[config.mk]
export PLATFORM = sky130hd
export DESIGN_NAME = req_encoder_8to3
export DESIGN_NICKNAME = d
export VERILOG_FILES = /design/src/rtl/req_encoder_8to3.sv
export SDC_FILE = /design/constraint.sdc
export NUM_CORES = 1
export LEC_CHECK = 0
export BUFFER_PORTS_ARGS = -buffer_cell sky130_fd_sc_hd__buf_2
export CORE_ASPECT_RATIO = 0.8
export CORE_MARGIN = 3
export CORE_UTILIZATION = 55
export CTS_CLUSTER_DIAMETER = 100
export DETAILED_ROUTE_END_ITERATION = 16
export PLACE_DENSITY = 0.82
export SYNTH_ARGS = -nofsm -noshare
export SYNTH_HDL_FRONTEND = slang
export SYNTH_SLANG_ARGS = --single-unit
[constraint.sdc]
create_clock -name clk -period 4.9 [get_ports clk]
set_clock_uncertainty 0.15 [all_clocks]
set_input_delay 0.245 -clock clk [delete_from_list [all_inputs] [get_ports clk]]
set_output_delay 0.245 -clock clk [all_outputs]
set_load 0.005 [all_outputs]
[src/rtl/req_encoder_8to3.sv]
// req_encoder_8to3: accumulates 8 request lines and offers one pending index as a 3-bit code over valid/ready.
// Define ROUND_ROBIN_EN for rotating priority; otherwise highest index wins.
module req_encoder_8to3 (
    input  logic       clk,
    input  logic       rst_n,
    input  logic       en,
    input  logic [7:0] req,
    input  logic       ready,
    output logic       valid,
    output logic [2:0] code,
    output logic [7:0] pending,
    output logic       lost
);
    typedef enum logic {IDLE, OFFER} state_t;

    state_t     r_state;
    logic       r_valid;
    logic [2:0] r_code;
    logic [7:0] r_pending;
    logic       r_lost;
    logic       w_acc;
    logic [7:0] w_clr;
    logic [7:0] w_req;
    logic [7:0] w_pend_next;
    logic [2:0] w_start;

    // Downward search from s, wrapping; the first set bit found wins.
    function automatic logic [2:0] f_sel(input logic [7:0] v, input logic [2:0] s);
        logic [2:0] r;
        logic [2:0] k;
        logic       f;
        r = 3'd0;
        f = 1'b0;
        for (int i = 0; i < 8; i++) begin
            k = s - 3'(i);
            if (!f && v[k]) begin
                r = k;
                f = 1'b1;
            end
        end
        return r;
    endfunction

    assign w_acc       = r_valid & ready;
    assign w_clr       = w_acc ? (8'd1 << r_code) : 8'd0;
    assign w_req       = en ? req : 8'd0;
    assign w_pend_next = (r_pending & ~w_clr) | w_req;

`ifdef ROUND_ROBIN_EN
    logic [2:0] r_ptr;
    // The code being accepted becomes the new pointer in the same edge it is searched from.
    assign w_start = (w_acc ? r_code : r_ptr) - 3'd1;

    always_ff @(posedge clk or negedge rst_n) begin
        if (!rst_n)
            r_ptr <= 3'd0;
        else if (w_acc)
            r_ptr <= r_code;
    end
`else
    assign w_start = 3'd7;
`endif

    always_ff @(posedge clk or negedge rst_n) begin
        if (!rst_n) begin
            r_state   <= IDLE;
            r_valid   <= 1'b0;
            r_code    <= 3'd0;
            r_pending <= 8'h00;
            r_lost    <= 1'b0;
        end else begin
            r_pending <= w_pend_next;
            r_lost    <= |(w_req & r_pending & ~w_clr);
            case (r_state)
                IDLE: begin
                    if (en && |r_pending) begin
                        r_state <= OFFER;
                        r_valid <= 1'b1;
                        r_code  <= f_sel(r_pending, w_start);
                    end
                end
                OFFER: begin
                    if (ready) begin
                        if (en && |w_pend_next) begin
                            r_code <= f_sel(w_pend_next, w_start);
                        end else begin
                            r_state <= IDLE;
                            r_valid <= 1'b0;
                            r_code  <= 3'd0;
                        end
                    end
                end
                default: begin
                    r_state <= IDLE;
                    r_valid <= 1'b0;
                    r_code  <= 3'd0;
                end
            endcase
        end
    end

    assign valid   = r_valid;
    assign code    = r_code;
    assign pending = r_pending;
    assign lost    = r_lost;
endmodule
# Yosys cells after proc, flatten, opt, wreduce, memory -nomap -nowiden
# Cells that the tools add are included.
dict set report word_totals {
  register_bits 14
  latch_bits 0
  ram_bits 0
  rom_bits 0
  input_bits 12
  memories 0
}
dict set report classes {
  add_sub_neg 0
  n_mul 0
  div_mod_pow 0
  magnitude_cmp 0
  n_eq_ne 3
  shifts 1
  muxes 79
  bitwise 7
  reduce_logical 35
}
# op count
set ops {}
lappend ops {{$mux W3} 19}
lappend ops {{$mux W1} 55}
lappend ops {{$and A8 B8 Y8} 3}
lappend ops {{$reduce_or A8 Y1} 3}
lappend ops {{$logic_and A1 B1 Y1} 16}
lappend ops {{$mux W8} 2}
lappend ops {{$logic_not A1 Y1} 14}
lappend ops {{$not A8 Y8} 1}
lappend ops {{$or A8 B8 Y8} 1}
lappend ops {{$shl A1 B3 Y8 const A} 1}
lappend ops {{$ne A2 B2 Y1 const B} 3}
lappend ops {{$pmux W3 S2} 1}
lappend ops {{$pmux W1 S2} 2}
lappend ops {{$reduce_and A3 Y1} 1}
lappend ops {{$reduce_and A2 Y1} 1}
lappend ops {{$and A1 B1 Y1} 1}
lappend ops {{$not A1 Y1} 1}

# Depth between registers and ports, before layout
# Gate-level depths: netlist of the first run.
dict set report depth {
  ltp_word 52
  ltp_mapped 7
}

# Worst setup path after synthesis of the first run
# Ideal clock, no wire load.
dict set report synth_timing {
  path_type {register to register}
  from {register r_pending[3], in the netlist pending[3]}
  to {register r_code[0], in the netlist code[0]}
  setup_time_ps 120
  t_arrival_ps 1686
  path_slack_ps 2944
  stages_incl_launch_ff 6
  n_path_buf 0
  synth_period_minus_slack_ps 1956
  cell_sequence {dfrtp_1 > or2_4 > a222oi_1 > nand4_1 > o311a_1 > a31o_1}
}
dict set report synth_via {
  elab_chain_len 25
  word_cells_on_any_way 55
  classes_between {1 x eq/ne; 33 x mux; 2 x bitwise; 19 x reduce/logical}
}
# item line_no
set synth_rtl {}
lappend synth_rtl {{start, declared} 19} ;# logic [7:0] r_pending;
lappend synth_rtl {{start signal, assigned} 72} ;# r_pending <= w_pend_next;
lappend synth_rtl {{$and A8 B8 Y8} 47} ;# assign w_pend_next = (r_pending & ~w_clr) | w_req;
lappend synth_rtl {{$or A8 B8 Y8} 47}
lappend synth_rtl {{$logic_and A1 B1 Y1} 36} ;# if (!f && v[k]) begin
lappend synth_rtl {{$mux W1} 36}
lappend synth_rtl {{$mux W1} 84} ;# if (en && |w_pend_next) begin
lappend synth_rtl {{$mux W1} 83} ;# if (ready) begin
lappend synth_rtl {{$mux W1} 74} ;# case (r_state)
lappend synth_rtl {{$logic_not A1 Y1} 36}
lappend synth_rtl {{(+9 left out)} -}
lappend synth_rtl {{$mux W1} 83}
lappend synth_rtl {{$mux W1} 74}
lappend synth_rtl {{$logic_not A1 Y1} 36}
lappend synth_rtl {{$logic_and A1 B1 Y1} 36}
lappend synth_rtl {{$mux W3} 36}
lappend synth_rtl {{$mux W3} 84}
lappend synth_rtl {{$mux W3} 83}
lappend synth_rtl {{$pmux W3 S2} 74}
lappend synth_rtl {{end signal, assigned} 79} ;# r_code <= f_sel(r_pending, w_start);
lappend synth_rtl {{end signal, assigned} 85} ;# r_code <= f_sel(w_pend_next, w_start);
lappend synth_rtl {{end, declared} 18} ;# logic [2:0] r_code;
# Parallel ways exist; a longest one is shown, timed or not. The select of a mux whose other input is x is not followed.
# A chain may end at the register's enable or synchronous reset.

# Final worst setup path of the first run
dict set report layout_timing {
  from {register r_code[0], in the netlist code[0]}
  to {register r_state}
}
dict set report layout_via {
  elab_chain_len 10
}
# item line_no
set layout_rtl {}
lappend layout_rtl {{$shl A1 B3 Y8} 45} ;# assign w_clr = w_acc ? (8'd1 << r_code) : 8'd0;
lappend layout_rtl {{$mux W8} 45}
lappend layout_rtl {{$not A8 Y8} 47}
lappend layout_rtl {{$and A8 B8 Y8} 47}
lappend layout_rtl {{$or A8 B8 Y8} 47}
lappend layout_rtl {{$reduce_or A8 Y1} 84}
lappend layout_rtl {{$logic_and A1 B1 Y1} 84}
lappend layout_rtl {{$mux W1} 84}
lappend layout_rtl {{$mux W1} 83}
lappend layout_rtl {{$pmux W1 S2} 74}
lappend layout_rtl {{end signal, assigned} 77} ;# r_state <= OFFER;
lappend layout_rtl {{end signal, assigned} 87} ;# r_state <= IDLE;
lappend layout_rtl {{end signal, assigned} 94} ;# r_state <= IDLE;
lappend layout_rtl {{end, declared} 16} ;# state_t r_state;
# Every way passes these cells.

==> PnR_summary.wiki, run 1 <==
{| class="wikitable"
! Metric !! Value
|-
| Ports || 25
|-
| Power density normalized to cell area || 412 nW/um^2
|-
| CTS tree || built
|-
| CP Buf/Inv Count || 0
|-
| Post-route antenna net violation count || 0
|-
| Share of the cycle needed by the critical path after routing || 47.2%
|-
| Most frequent cell after synthesis || sky130_fd_sc_hd__nand2_1
|-
| Area growth syn-to-layout || 17.7%
|-
| Effective utilization at floorplan || 63.6%
|-
| Average wire length per cell after detail routing || 17.6 microns
|-
| Number of synthesized flops with an enable pin || 0
|-
| Clock-pin slew of the registers on the worst-case setup and hold paths || 0.09 ns
|-
| Mapped Nets || 117
|-
| Number of antenna violations at the first check in global routing || 0
|-
| GRT overflow || 0
|-
| Share of synthesized registers carrying an async set or reset || 100%
|-
| Setup Viol. Count Final || 0
|-
| Horizontal die dimension || 52.6 microns
|-
| Antenna diodes || 0
|-
| Cell Chain, Critical Path || nand2b_1 -> o21ai_0 -> nand3b_4 -> nor4_1 -> o221ai_1
|-
| End-of-flow core utilization || 74.8%
|-
| Drc violations || 0
|-
| Crit path DAT || 2.29 ns
|-
| Root Buffer || sky130_fd_sc_hd__clkbuf_4
|-
| Setup repair after global routing missed its margin || false
|-
| Max Transition Viols Final || 0
|-
| Count of synthesis-stage warnings from yosys || 0
|-
| Top FF cell, synth || sky130_fd_sc_hd__dfrtp_1
|-
| Number of hold buffers added after CTS || 1
|-
| Pin slew with the least headroom to its limit || 0.520 ns
|-
| Post-synth top area share || 36.7%
|-
| Max capacitance violation total || 0
|-
| Post-synth design cell area || 955 sq um
|-
| Crit path max-delay family || simple AND/OR/NAND/NOR gates
|-
| Post-CTS Setup Repair Bufs || 0
|-
| Via count of the first global-routing pass || 889
|-
| Total number of placement rows || 12
|-
| Setup TNS after final layout || 0 ns
|-
| Top area cells in the synthesized netlist || sky130_fd_sc_hd__dfrtp_1 (37%), sky130_fd_sc_hd__nand2_1 (7.1%), sky130_fd_sc_hd__a31oi_1 (3.3%)
|-
| Final layout net count || 143
|-
| Number of design-rule violations left by the first detailed-router iteration || 91
|-
| #FFs+latches synth || 14
|-
| Largest net degree at the start of global routing || 17
|-
| Required time of the critical path || 4.88 ns
|-
| Number of unique standard cell types used by synthesis || 46
|-
| Area leader, netlist || sky130_fd_sc_hd__dfrtp_1
|-
| P_leak || 0.477 nW
|-
| Gp weighted congestion || 0.873
|-
| Sequential fraction of the synthesis area || 36.7%
|-
| H-tree depth reported by CTS || 1
|-
| CP Max Fanout || 12
|-
| Wire length of the first global-routing pass || 4230 microns
|-
| Total die area || 2270 sq um
|-
| Clock latency on the worst-skew pair || 0.28 ns
|-
| Worst hold path class || primary input to flop
|-
| Cell count after synthesis || 105
|-
| Worst path max stage delay || 0.53 ns
|-
| Sort of element at the start of the critical path || flop
|-
| Number of iterations in the first detailed-routing pass || 5
|-
| Resized Gates After CTS || 0
|-
| Outcome || complete, no violations
|-
| Number of vias in the routed layout || 1020
|-
| Peak Freq || 0.433 GHz
|-
| Total CTS buffers || 3
|-
| Number of failing hold endpoints at the final stage || 0
|-
| Top cell types by occurrence after synthesis || sky130_fd_sc_hd__nand2_1 (18), sky130_fd_sc_hd__dfrtp_1 (14), sky130_fd_sc_hd__a31oi_1 (5)
|-
| Die height || 43.3 microns
|-
| Final critical delay including setup and external delays || 2.31 ns
|-
| Post-Route WL || 2660 microns
|-
| DP Wirelength || 1950 microns
|-
| GRT Overall Usage || 25.3%
|-
| Number of buffers added on ports || 24
|-
| Post-Place Cell Area || 1080 sq um
|-
| Maximum ir drop on the vdd rail || 0.334 mV
|-
| Critical Path Sink Type || flop
|-
| Max Buffers Root-to-Sink || 2
|-
| Cell at the slowest stage of the critical path || sky130_fd_sc_hd__dfrtp_1
|-
| Clock sink count || 14
|-
| Final non-filler cell area || 1120 sq um
|-
| Worst setup path class || flop to flop
|-
| Placeable Area || 1500 sq um
|-
| Layout cell share with drive strength beyond 1 || 26.9%
|-
| Per-cell via count in the routed design || 6.75
|-
| Worst max-slew margin expressed relative to the limit || 64.9%
|-
| Synthesized area per cell || 9.09 sq um
|}
## flip-flops by register name (all words and copies together) (netlist names)
name     cells
code         3
r_state      1
pending      8
valid        1
lost         1
## final timing paths
| path | start | endpoint | slack, ns | depth (start not counted) |
|---|---|---|---|---|
| worst max-delay path | code[0] | r_state | 2.59 | 5 |
| worst min-delay path | req[1] | pending[1] | 0.06 | 3 |
| worst max register to register | code[0] | r_state | 2.59 | 5 |
| worst min register to register | code[1] | code[1] | 0.46 | 2 |
| max in group asynchronous | rst_n | pending[5] | 4.12 | 2 |
| min in group asynchronous | rst_n | pending[1] | 0.23 | 2 |
## area by class of cell
class	count	area, sq um
clock buffers	4	36.3
well taps	21	26.3
inverters	4	15.0
flip-flops and latches	14	350
multi-input cells	83	566
fillers	110	378
repair buffers	25	130
## worst min-delay path, delay by kind of cell
kind / cells / cell delay (ns)
buffers and inverters: 1 / 0.09
AND/OR/NAND/NOR: 2 / 0.13
## where the power goes
group          internal (mW)  switching [mW]
Clock                 0.0452          0.0386
Sequential             0.144          0.0634
Combinational         0.0794          0.0930
## metal layers
layer,up-vias,global-route usage [%],share of wire (%)
li1,465,-,-
met1,472,37.3,46
met2,71,35.6,41
met3,12,7.72,10
met4,0,5.61,1.9
met5,-,0,0
## stage by stage
stage	instances	power [mW]	hold slack (ns)	worst slack, ns
after detailed placement	146	0.375	0.0109	2.64
after floorplan	105	0.311	-0.201	2.94
final	151	0.463	0.0589	2.59
after global placement	146	0.369	0.00381	2.78
after global routing	151	0.494	0.0652	2.44
after CTS	151	0.460	0.0538	2.63
## cell families (layout without fill, tap and decap cells)
kind of cell	count (synthesis)	after routing	synth area share (%)
flops	14	14	36.7
mux	1	1	1.05
compound gates	41	41	34.3
buf+inv	8	33	4.06
simple gates	41	41	23.9
## cell usage in the layout, fill, tap and decap left out, types with 2 or more instances in the layout
master	netlist	layout
sky130_fd_sc_hd__o21ai_0	3	3
sky130_fd_sc_hd__a22oi_1	2	2
sky130_fd_sc_hd__a21boi_0	2	2
sky130_fd_sc_hd__nand3_1	3	3
sky130_fd_sc_hd__o21bai_1	2	2
sky130_fd_sc_hd__clkbuf_4	0	3
sky130_fd_sc_hd__or2_2	2	2
sky130_fd_sc_hd__inv_1	4	4
sky130_fd_sc_hd__a221o_1	3	3
sky130_fd_sc_hd__o21a_1	2	2
sky130_fd_sc_hd__a21oi_1	3	3
sky130_fd_sc_hd__a31oi_1	5	5
sky130_fd_sc_hd__a211oi_1	3	3
sky130_fd_sc_hd__buf_2	1	24
sky130_fd_sc_hd__nand2b_1	2	2
sky130_fd_sc_hd__o211ai_1	2	2
sky130_fd_sc_hd__nand2_1	18	18
sky130_fd_sc_hd__dfrtp_1	14	14
sky130_fd_sc_hd__o31ai_1	2	2
sky130_fd_sc_hd__nor2_1	4	4
Note: power is estimated with default switching activity, not from simulation.
==> inputs of run 2 (changes only) <==
CORE_UTILIZATION = 46   (was 55)
PLACE_DENSITY = 0.73   (was 0.82)
clock period = 1.91 ns   (was 4.9 ns; I/O delays follow)
==> PnR_summary.wiki, run 2 (same netlist as run 1, synthesis figures left out) <==
{| class="wikitable"
! Metric !! Value
|-
| Cell Chain, Critical Path || mux2i_1 -> a31oi_1 -> or2_2 -> o311a_1 -> a31o_1
|-
| Root Buffer || sky130_fd_sc_hd__clkbuf_4
|-
| Final layout net count || 183 (+28%)
|-
| R2R Path End || code[0]
|-
| Sort of element at the start of the critical path || flop
|-
| Number of iterations in the first detailed-routing pass || 4 (-1)
|-
| Worst max-slew margin expressed relative to the limit || 74.0% (+9.1 points)
|-
| Most frequent standard cell in the layout excluding fill and tap cells || sky130_fd_sc_hd__buf_4
|-
| Clock latency on the worst-skew pair || 0.28 ns (about the same)
|-
| Antenna diodes || 0 (unchanged)
|-
| Worst hold path endpoint || pending[5]
|-
| Setup repair after global routing missed its margin || true
|-
| Setup Viol. Count Final || 5 (+5)
|-
| Drc violations || 0 (unchanged)
|-
| Source of the critical timing path || code[0]
|-
| Via count of the first global-routing pass || 1165 (+31%)
|-
| Placeable Area || 1930 sq um (+28%)
|-
| Crit path DAT || 2.08 ns (-0.21 ns)
|-
| Count of cells along the worst register-to-register path || 5 (unchanged)
|-
| GRT overflow || 0 (unchanged)
|-
| Worst setup path class || flop to flop
|-
| Number of design-rule violations left by the first detailed-router iteration || 77 (-15%)
|-
| Post-Route WL || 3790 microns (+42%)
|-
| Gp weighted congestion || 0.951 (+9.0%)
|-
| Pwr Total || 1.55 mW (+230%)
|-
| H-tree depth reported by CTS || 1 (unchanged)
|-
| Number of failing hold endpoints at the final stage || 0 (unchanged)
|-
| CP Max Fanout || 8 (-4)
|-
| GRT Overall Usage || 29.9% (+4.6 points)
|-
| Total number of placement rows || 14 (+2)
|-
| DP Wirelength || 2380 microns (+22%)
|-
| Final Hold Slack || 0.0511 ns (-0.00780 ns)
|-
| Per-cell via count in the routed design || 6.42 (-5.0%)
|-
| Max capacitance violation total || 0 (unchanged)
|-
| Average wire length per cell after detail routing || 19.5 microns (+11%)
|-
| Top library cells by usage in the layout, fill and taps aside || sky130_fd_sc_hd__buf_4 (35), sky130_fd_sc_hd__buf_2 (24), sky130_fd_sc_hd__nand2_1 (17)
|-
| Number of buffers added on ports || 24 (unchanged)
|-
| Peak Freq || 0.487 GHz (+13%)
|-
| CTS tree || built
|-
| Clock sink count || 14 (unchanged)
|-
| Post-route antenna net violation count || 0 (unchanged)
|-
| Worst hold path class || primary input to flop
|-
| Share of the cycle needed by the critical path after routing || 108% (+60 points)
|-
| Effective utilization at floorplan || 49.5% (-14 points)
|-
| Number of antenna violations at the first check in global routing || 0 (unchanged)
|-
| Ports || 25 (unchanged)
|-
| Outcome || complete, but fails checks
|-
| Max Transition Viols Final || 0 (unchanged)
|-
| Layout cell share with drive strength beyond 1 || 47.1% (+20 points)
|-
| Die height || 46.7 microns (+8.0%)
|-
| Largest net degree at the start of global routing || 15 (-2)
|-
| Count of placed standard cells including taps || 176 (+21%)
|-
| Pin slew with the least headroom to its limit || 0.390 ns (-0.131 ns)
|-
| Cell at the slowest stage of the critical path || sky130_fd_sc_hd__dfrtp_2
|-
| Horizontal die dimension || 56.9 microns (+8.3%)
|-
| Max Buffers Root-to-Sink || 2 (unchanged)
|-
| Number of flip-flops in the largest register || 8 (unchanged)
|-
| Final critical delay including setup and external delays || 2.05 ns (-0.257 ns)
|-
| Number of vias in the routed layout || 1245 (+22%)
|-
| Power density normalized to cell area || 1040 nW/um^2 (+150%)
|-
| Critical Path Sink Type || flop
|-
| Clock-pin slew of the registers on the worst-case setup and hold paths || 0.09 ns (about the same)
|-
| Failing checks || negative setup slack
|-
| Count of cells along the worst hold path || 2 (-1)
|-
| Required time of the critical path || 1.94 ns (-2.94 ns)
|-
| Crit path setup slack, layout || -0.144 ns (-2.73 ns)
|-
| Total CTS buffers || 3 (unchanged)
|-
| R2r setup slk || -0.14 ns (-2.73 ns)
|-
| Area growth syn-to-layout || 56.1%
|-
| Maximum ir drop on the vdd rail || 0.803 mV (+140%)
|-
| Wire length of the first global-routing pass || 5800 microns (+37%)
|-
| Reg-to-reg startpoint || code[0]
|-
| P_leak || 0.674 nW (+41%)
|-
| Final cell count without fillers || 194 (+28%)
|-
| Critical hold path startpoint || req[5]
|-
| Total die area || 2660 sq um (+17%)
|-
| Worst path max stage delay || 0.48 ns (-0.05 ns)
|}
==> run 2: worst max-delay path, delay by kind of cell (launching register included) <==
kind | cells | cell delay (ns)
muxes | 1 | 0.26
and+or+nand+nor | 1 | 0.35
AOI/OAI and AO/OA | 3 | 0.71
DFF | 1 | 0.48
==> run 2: what timing repair did <==
item | CTS | global route
hold buffers | 6 | 0
pin swaps | 4 | 7
gates resized for setup | 5 | 8
setup buffers | 6 | 3
endpoints found under the hold margin | 19 | 0
setup endpoints to repair | 5 | 6
cloned | 0 | 0
==> run 2: final cells by class <==
class,count,area (sq um)
clock buffers,4,36.3
inverters,4,15.0
repair buffers,65,443
flip-flops and latches,14,355
multi-input cells,83,611
fillers,122,437
well taps,24,30.0
==> run 2: how the worst max path moves through the flow <==
stage,cells after the start,slack [ns],to
after detailed placement,5,-0.12,r_state
after floorplan,5,-0.006,code[0]
final,5,-0.14,code[0]
after CTS,5,-0.07,code[0]
after global routing,5,-0.19,code[0]
after global placement,5,-0.14,r_state
==> run 2: routing by layer <==
layer	GRT usage (%)	up-vias	routed length (microns)
met1	38.5	599	1570
li1	-	543	-
met2	46.5	87	1670
met4	13.0	0	123
met3	10.4	16	422
met5	0	-	0
==> run 2: stage by stage <==
step                setup TNS [ns]  cell area (sq um)  worst slack, ns  util [%]
CTS                         -0.127               1450          -0.0670      75.0
detailed placement          -0.308               1280           -0.118      66.7
global placement            -0.197               1280           -0.137      66.7
floorplan                  -0.0125                956         -0.00650         -
global route                -0.747               1490           -0.195      77.3
finish                      -0.415               1490           -0.144      77.3
==> run 2: power breakdown <==
part / leakage (nW) / internal [mW] / total (mW) / switching (mW)
clock: 0.0210 / 0.116 / 0.216 / 0.100
combinational: 0.514 / 0.424 / 0.829 / 0.405
sequential: 0.139 / 0.374 / 0.503 / 0.128
total: 0.674 / 0.915 / 1.55 / 0.634
